--- src/rtl/hazard_sched_ctrl.sv ---
// hazard_sched_ctrl: RV32 5-stage forwarding, load-use/branch hazards and mul/div E-stage sequencing.
// Optional HAZARD_PERF_EN adds saturating StallCycles/FlushCount counters.
module hazard_sched_ctrl #(
  parameter int MULDIV_LAT = 4
`ifdef HAZARD_PERF_EN
  , parameter int PERF_W = 32
`endif
) (
  input  logic       clk,
  input  logic       rst,
  input  logic [4:0] Rs1D,
  input  logic [4:0] Rs2D,
  input  logic [4:0] Rs1E,
  input  logic [4:0] Rs2E,
  input  logic [4:0] RdE,
  input  logic [4:0] RdM,
  input  logic [4:0] RdW,
  input  logic       MemReadE,
  input  logic       RegWriteM,
  input  logic       RegWriteW,
  input  logic       PCSrcE,
  input  logic       MulDivE,
  output logic [1:0] ForwardAE,
  output logic [1:0] ForwardBE,
  output logic       StallF,
  output logic       StallD,
  output logic       StallE,
  output logic       FlushD,
  output logic       FlushE,
  output logic       FlushM,
  output logic       MulDivStart,
  output logic       MulDivBusy
`ifdef HAZARD_PERF_EN
  , output logic [PERF_W-1:0] StallCycles
  , output logic [PERF_W-1:0] FlushCount
`endif
);
  typedef enum logic [1:0] {IDLE, BUSY, DONE} state_t;
  state_t state, state_n;
  logic [5:0] cnt, cnt_n;
  logic lw_stall, start, hold, lw_eff, br_eff;
  always_comb begin
    ForwardAE = (RegWriteM && RdM != 5'd0 && RdM == Rs1E) ? 2'b10 :
                (RegWriteW && RdW != 5'd0 && RdW == Rs1E) ? 2'b01 : 2'b00;
    ForwardBE = (RegWriteM && RdM != 5'd0 && RdM == Rs2E) ? 2'b10 :
                (RegWriteW && RdW != 5'd0 && RdW == Rs2E) ? 2'b01 : 2'b00;
    lw_stall = MemReadE && RdE != 5'd0 && (RdE == Rs1D || RdE == Rs2D);
    start = state == IDLE && MulDivE;
    hold = start || state == BUSY;
    // the FSM owns the pipeline while holding: hazards and branches wait
    br_eff = PCSrcE && !hold;
    lw_eff = lw_stall && !PCSrcE && state == IDLE && !MulDivE;
    StallF = hold || lw_eff;
    StallD = hold || lw_eff;
    StallE = hold;
    FlushD = br_eff;
    FlushE = br_eff || lw_eff;
    FlushM = hold;
    MulDivStart = start;
    MulDivBusy = state != IDLE;
    state_n = start ? BUSY : state == BUSY ? (cnt == 6'd1 ? DONE : BUSY) : IDLE;
    cnt_n = start ? 6'(MULDIV_LAT - 1) : (state == BUSY && cnt != 6'd1) ? cnt - 6'd1 : cnt;
  end
  always_ff @(posedge clk) begin
    if (rst) begin
      state <= IDLE;
      cnt <= '0;
    end else begin
      state <= state_n;
      cnt <= cnt_n;
    end
  end
`ifdef HAZARD_PERF_EN
  always_ff @(posedge clk) begin
    if (rst) begin
      StallCycles <= '0;
      FlushCount <= '0;
    end else begin
      StallCycles <= (StallF && !(&StallCycles)) ? StallCycles + PERF_W'(1) : StallCycles;
      FlushCount <= ((FlushD || FlushE) && !(&FlushCount)) ? FlushCount + PERF_W'(1) : FlushCount;
    end
  end
`endif
endmodule

--- config.mk ---
export PLATFORM = sky130hd
export DESIGN_NAME = hazard_sched_ctrl
export DESIGN_NICKNAME = d
export VERILOG_FILES = /design/src/rtl/hazard_sched_ctrl.sv
export SDC_FILE = /design/constraint.sdc
export NUM_CORES = 1
export LEC_CHECK = 0
export BUFFER_PORTS_ARGS = -buffer_cell sky130_fd_sc_hd__buf_2
export CAP_MARGIN = 30
export CORE_MARGIN = 2
export CORE_UTILIZATION = 23
export CTS_BUF_LIST = sky130_fd_sc_hd__clkbuf_4
export CTS_CLUSTER_SIZE = 8
export DETAILED_ROUTE_END_ITERATION = 6
export GPL_TIMING_DRIVEN = 0
export SETUP_SLACK_MARGIN = 0.1
export SLEW_MARGIN = 25
export SYNTH_ARGS = -nofsm -noshare
export SYNTH_HDL_FRONTEND = slang
export SYNTH_SLANG_ARGS = --single-unit
--- constraint.sdc ---
create_clock -name clk -period 2.5 [get_ports clk]
set_clock_uncertainty 0.2 [all_clocks]
set_input_delay 0.625 -clock clk [delete_from_list [all_inputs] [get_ports clk]]
set_output_delay 0.625 -clock clk [all_outputs]
set_load 0.02 [all_outputs]
Word-level counts from Yosys, hierarchy flattened --
Cells that the tools add are included.
Cells by class: mux-type cells 9, reduce and logical (&&, ||, !) cells 29, bitwise logic cells 1, eq/ne operators 9, add/sub/neg operators 1
Operators by type and width (count):
- $eq 5x5->1 | 6
- $reduce_bool 5->1 | 3
- $logic_and 1x1->1 | 14
- $mux 2 | 5
- $eq 6x1->1 const B | 1
- $ne 6x1->1 const B | 1
- $sub 6x1->6 const B | 1
- $logic_or 1x1->1 | 4
- $mux 1 | 4
- $reduce_bool 2->1 | 2
- $logic_not 1->1 | 3
- $reduce_or 3->1 | 1
- $eq 2x1->1 const B | 1
- $logic_not 2->1 | 1
- $reduce_or 2->1 | 1
- $not 1->1 | 1
Word-level totals: logic and storage cells 53, register bits 8

Logic depth before layout (Yosys ltp) --
word-level depth 7, mapped depth 6

Worst setup path before layout --
No wires, ideal clock.
path kind in2out, start in RdM[1], end out ForwardAE[0], data arrival time 1.956 ns, path buffers 0, stages 4, data required time 1.675 ns, slack -0.281 ns, cells stage by stage or4_4 o21ai_2 nor4_1 nor4_2
Between the ends: cells in the longest elaborated chain, start to end 4
Ends and longest elaborated chain:
- from (decl) | RTL line 16 | input logic [4:0] RdM,
- $reduce_bool 5->1 | RTL line 43 | ForwardAE = (RegWriteM && RdM != 5'd0 && RdM == Rs1E) ? 2'b10 :
- $logic_and 1x1->1 | RTL line 43
- $logic_and 1x1->1 (*) | RTL line 43
- $mux 2 (*) | RTL line 43
- to (decl) | RTL line 23 | output logic [1:0] ForwardAE,
Every way passes the cells marked *; elsewhere a longest branch is shown, timed or not.

Final worst setup path --
start in RdW[4], end out ForwardAE[0]
Between the ends: cells in the longest elaborated chain, start to end 5
Ends and longest elaborated chain:
- from (decl) | RTL line 17 | input logic [4:0] RdW,
- $reduce_bool 5->1 | RTL line 44 | (RegWriteW && RdW != 5'd0 && RdW == Rs1E) ? 2'b01 : 2'b00;
- $logic_and 1x1->1 | RTL line 44
- $logic_and 1x1->1 (*) | RTL line 44
- $mux 1 (*) | RTL line 44
- $mux 2 (*) | RTL line 43
Marked as above.

==> out/metrics.cfg <==
[outcome]
run_status=finished with violations
violations=setup timing

[placement]
hpwlAfterDp_microns=1837
io_buffers=53
place.gp.congestion=0.8092
placed_cell_area_sq_mm=0.001194

[clocking]
clock-root-buffer=clkbuf_4
clock_sinks=8
clk_pin_slew_ps=50
hold_buffers=0
htreeDepth=1
cts_made_buffers=3
cts_tree=done
clk_latency_ps=250
cts_buffer_depth=2

[worst_setup_path]
rr_worst_depth=4
rr_startpoint=cnt[2]$_SDFFE_PP0P_
crit_fanout=3
arrival_ps=1870
r2r_setup_slack_ps=840
reg2reg_to=cnt[1]$_SDFFE_PP0P_
worst-setup-path-type=in2out
crit_path_start_kind=primary input
required_ps=1670
end_kind=output pin

[drt]
vias=915
wire_per_inst_microns=11.48
drc=0
firstDrtPassIters=4
routed_via_density=4.463
ant_nets=0
first_iter_violations=43
routed_wl_microns=2354

[global_route]
grt_pass1_vias=830
grt_use_total_pct=11.14
grt_max_degree=7
overflow=0
antenna_found_initial=0
grt_pass1_wl_microns=3622

[floorplan]
dieArea_sq_mm=0.004103
start_util_pct=24.47
die_w_microns=64.06
fp-row-count=21
ioPinCount=54
core_sq_mm=0.003390
die-height_microns=64.06

[logic_synthesis]
ys_ff_latch=8
syn_area_per_cell_sq_um=8.295
yosysWarnings=0
synth.distinct_cells=29
syn_inst=100
ys_seq_area_share_pct=19.31
syn_area_sq_um=829.5
syn-num-nets=144

[timing]
final_hold_viol_count=0
period_needed_ps=2699
finalSetupViolCount=7
worst_slew_pin_slew_ps=388.3
rsz0062_at_grt=yes
drv_slew=0
finalCritPeriodShare_pct=108.0
relSlewSlack_pct=73.90
worst_slack_ps=-199.3
fmax_mhz=370.5

[min_path]
hold_path_end=cnt[5]$_SDFFE_PP0P_
holdCritStartpoint=cnt[5]$_SDFFE_PP0P_
hold_path_class=reg2reg
hold_depth=2

[power]
p_per_area_mw_per_mm2=375.5
clkPwrFrac_pct=19.8
pwr-share-comb_pct=50.0
p_leak_nw=0.5994
power_switching_mw=0.1872
ir_worst_vdd_uv=267.0
p_seq_share_pct=30.1
p_int_mw=0.3136
swShare_pct=37.38

[run]
cap_violations=0

[layout]
syn_to_final_growth_pct=60.78
antenna_cells=0
drive_gt1_share_pct=45.28
final_util_pct=39.35
postLayoutCellArea_sq_mm=0.001334
nNetsFinal=205

==> cell usage after synthesis <==
cell | instances | area (sq um)
a21oi_1 | 2 | 10.01
a22oi_1 | 1 | 7.510
a311oi_1 | 1 | 8.760
and2_1 | 1 | 6.260
buf_4 | 2 | 15.01
dfxtp_1 | 8 | 160.2
ha_1 | 2 | 25.02
inv_1 | 6 | 22.52
nand2_1 | 1 | 3.750
nand2b_1 | 2 | 12.51
nand3_1 | 2 | 10.01
nand4b_1 | 1 | 8.760
nor2_1 | 10 | 37.54
nor2b_1 | 1 | 6.260
nor3_1 | 3 | 15.01
nor4_1 | 3 | 18.77
nor4_2 | 2 | 25.02
nor4b_1 | 1 | 8.760
o2111ai_1 | 1 | 8.760
o211ai_1 | 3 | 22.52
o21ai_0 | 1 | 5.000
o21ai_1 | 1 | 5.000
o21ai_2 | 2 | 17.52
o21bai_1 | 2 | 15.01
or3_1 | 1 | 6.260
or4_1 | 4 | 30.03
or4_4 | 1 | 11.26
xnor2_1 | 7 | 61.31
xor2_1 | 28 | 245.2
==> metrics by stage <==
stage | power, mW | hold WS (ps) | cells | setup slack [ps] | setup TNS, ps
floorplan | 0.2973 | 270.6 | 100 | -39.58 | -82.77
global placement | 0.3799 | 290.8 | 199 | -243.8 | -1061
detailed placement | 0.3803 | 301.4 | 199 | -239.6 | -1007
CTS | 0.5043 | 314.6 | 204 | -207.2 | -820.3
global route | 0.5400 | 352.0 | 205 | -269.4 | -1092
finish | 0.5008 | 310.2 | 205 | -199.3 | -792.7
==> worst max path at each step <==
| stage | from | end | cells after the start |
|---|---|---|---|
| 6_report | RdW[4] | ForwardAE[0] | 5 |
| 5_1_grt | Rs2E[4] | ForwardBE[0] | 5 |
| 4_1_cts | RdE[4] | StallF | 6 |
| 3_5_place_dp | RdW[2] | ForwardAE[0] | 5 |
| 3_3_place_gp | RdW[2] | ForwardAE[0] | 5 |
| 2_1_floorplan | RdW[2] | ForwardAE[0] | 3 |
==> metal layers <==
metal / up-vias / part of all wire (%) / track usage [%]
li1: 465 / - / -
met1: 412 / 41 / 13.37
met2: 36 / 50 / 19.14
met3: 2 / 8.6 / 3.873
met4: 0 / 0.34 / 2.174
met5: - / 0 / 0
==> power groups by stage <==
stage | Sequential (mW) | Clock, mW | Combinational, mW
6_report | 0.151 | 0.0994 | 0.250
5_1_grt | 0.152 | 0.114 | 0.273
4_1_cts | 0.151 | 0.106 | 0.248
3_5_place_dp | 0.154 | 0 | 0.227
3_3_place_gp | 0.153 | 0 | 0.227
2_1_floorplan | 0.151 | 0 | 0.146
==> logic make-up (layout without fill, tap and decap cells) <==
group | count (synthesis) | count (layout) | synth area share, %
flip-flops | 8 | 8 | 19.31
adder cells (fa/ha/maj) | 2 | 2 | 3.016
buffers and inverters | 8 | 67 | 4.524
XOR/XNOR | 35 | 35 | 36.95
AND/OR/NAND/NOR | 33 | 33 | 24.13
AO/OA/AOI/OAI | 14 | 14 | 12.07
==> critical path, stage by stage <==
cell    delay, ps
buf_2         120
xor2_1        160
or4_4         520
nor4_4        270
buf_4         180
==> timing repair <==
action	4_1_cts	5_1_grt
buffers inserted	2	1
hold endpoints to repair	0	0
pin swaps	6	3
resized for setup	23	2
setup endpoints to repair	7	7
==> placed cells by master (no fill, tap or decap), types with 3 or more instances in the layout <==
cell type / Yosys / final
nor3_1: 3 / 3
xnor2_1: 7 / 7
buf_6: 0 / 6
buf_4: 2 / 8
nor2_1: 10 / 10
o211ai_1: 3 / 3
nor4_4: 0 / 3
dfxtp_1: 8 / 8
buf_8: 0 / 3
or4_4: 1 / 4
buf_2: 0 / 41
inv_1: 6 / 6
xor2_1: 28 / 28
clkbuf_4: 0 / 3
==> layout make-up <==
| cell class | instances | area (sq um) |
|---|---|---|
| buffer | 2 | 15.01 |
| clock buffer | 3 | 22.52 |
| fill | 355 | 2056 |
| inverter | 6 | 22.52 |
| multi-input combinational | 84 | 693.2 |
| sequential | 8 | 160.2 |
| tap | 46 | 57.56 |
| timing repair buffer | 56 | 362.8 |
==> sequential cells by signal, indices dropped and copies added (netlist names) <==
| register | cells |
|---|---|
| state | 2 |
| cnt | 6 |
Power figures use the tool's default switching activity.
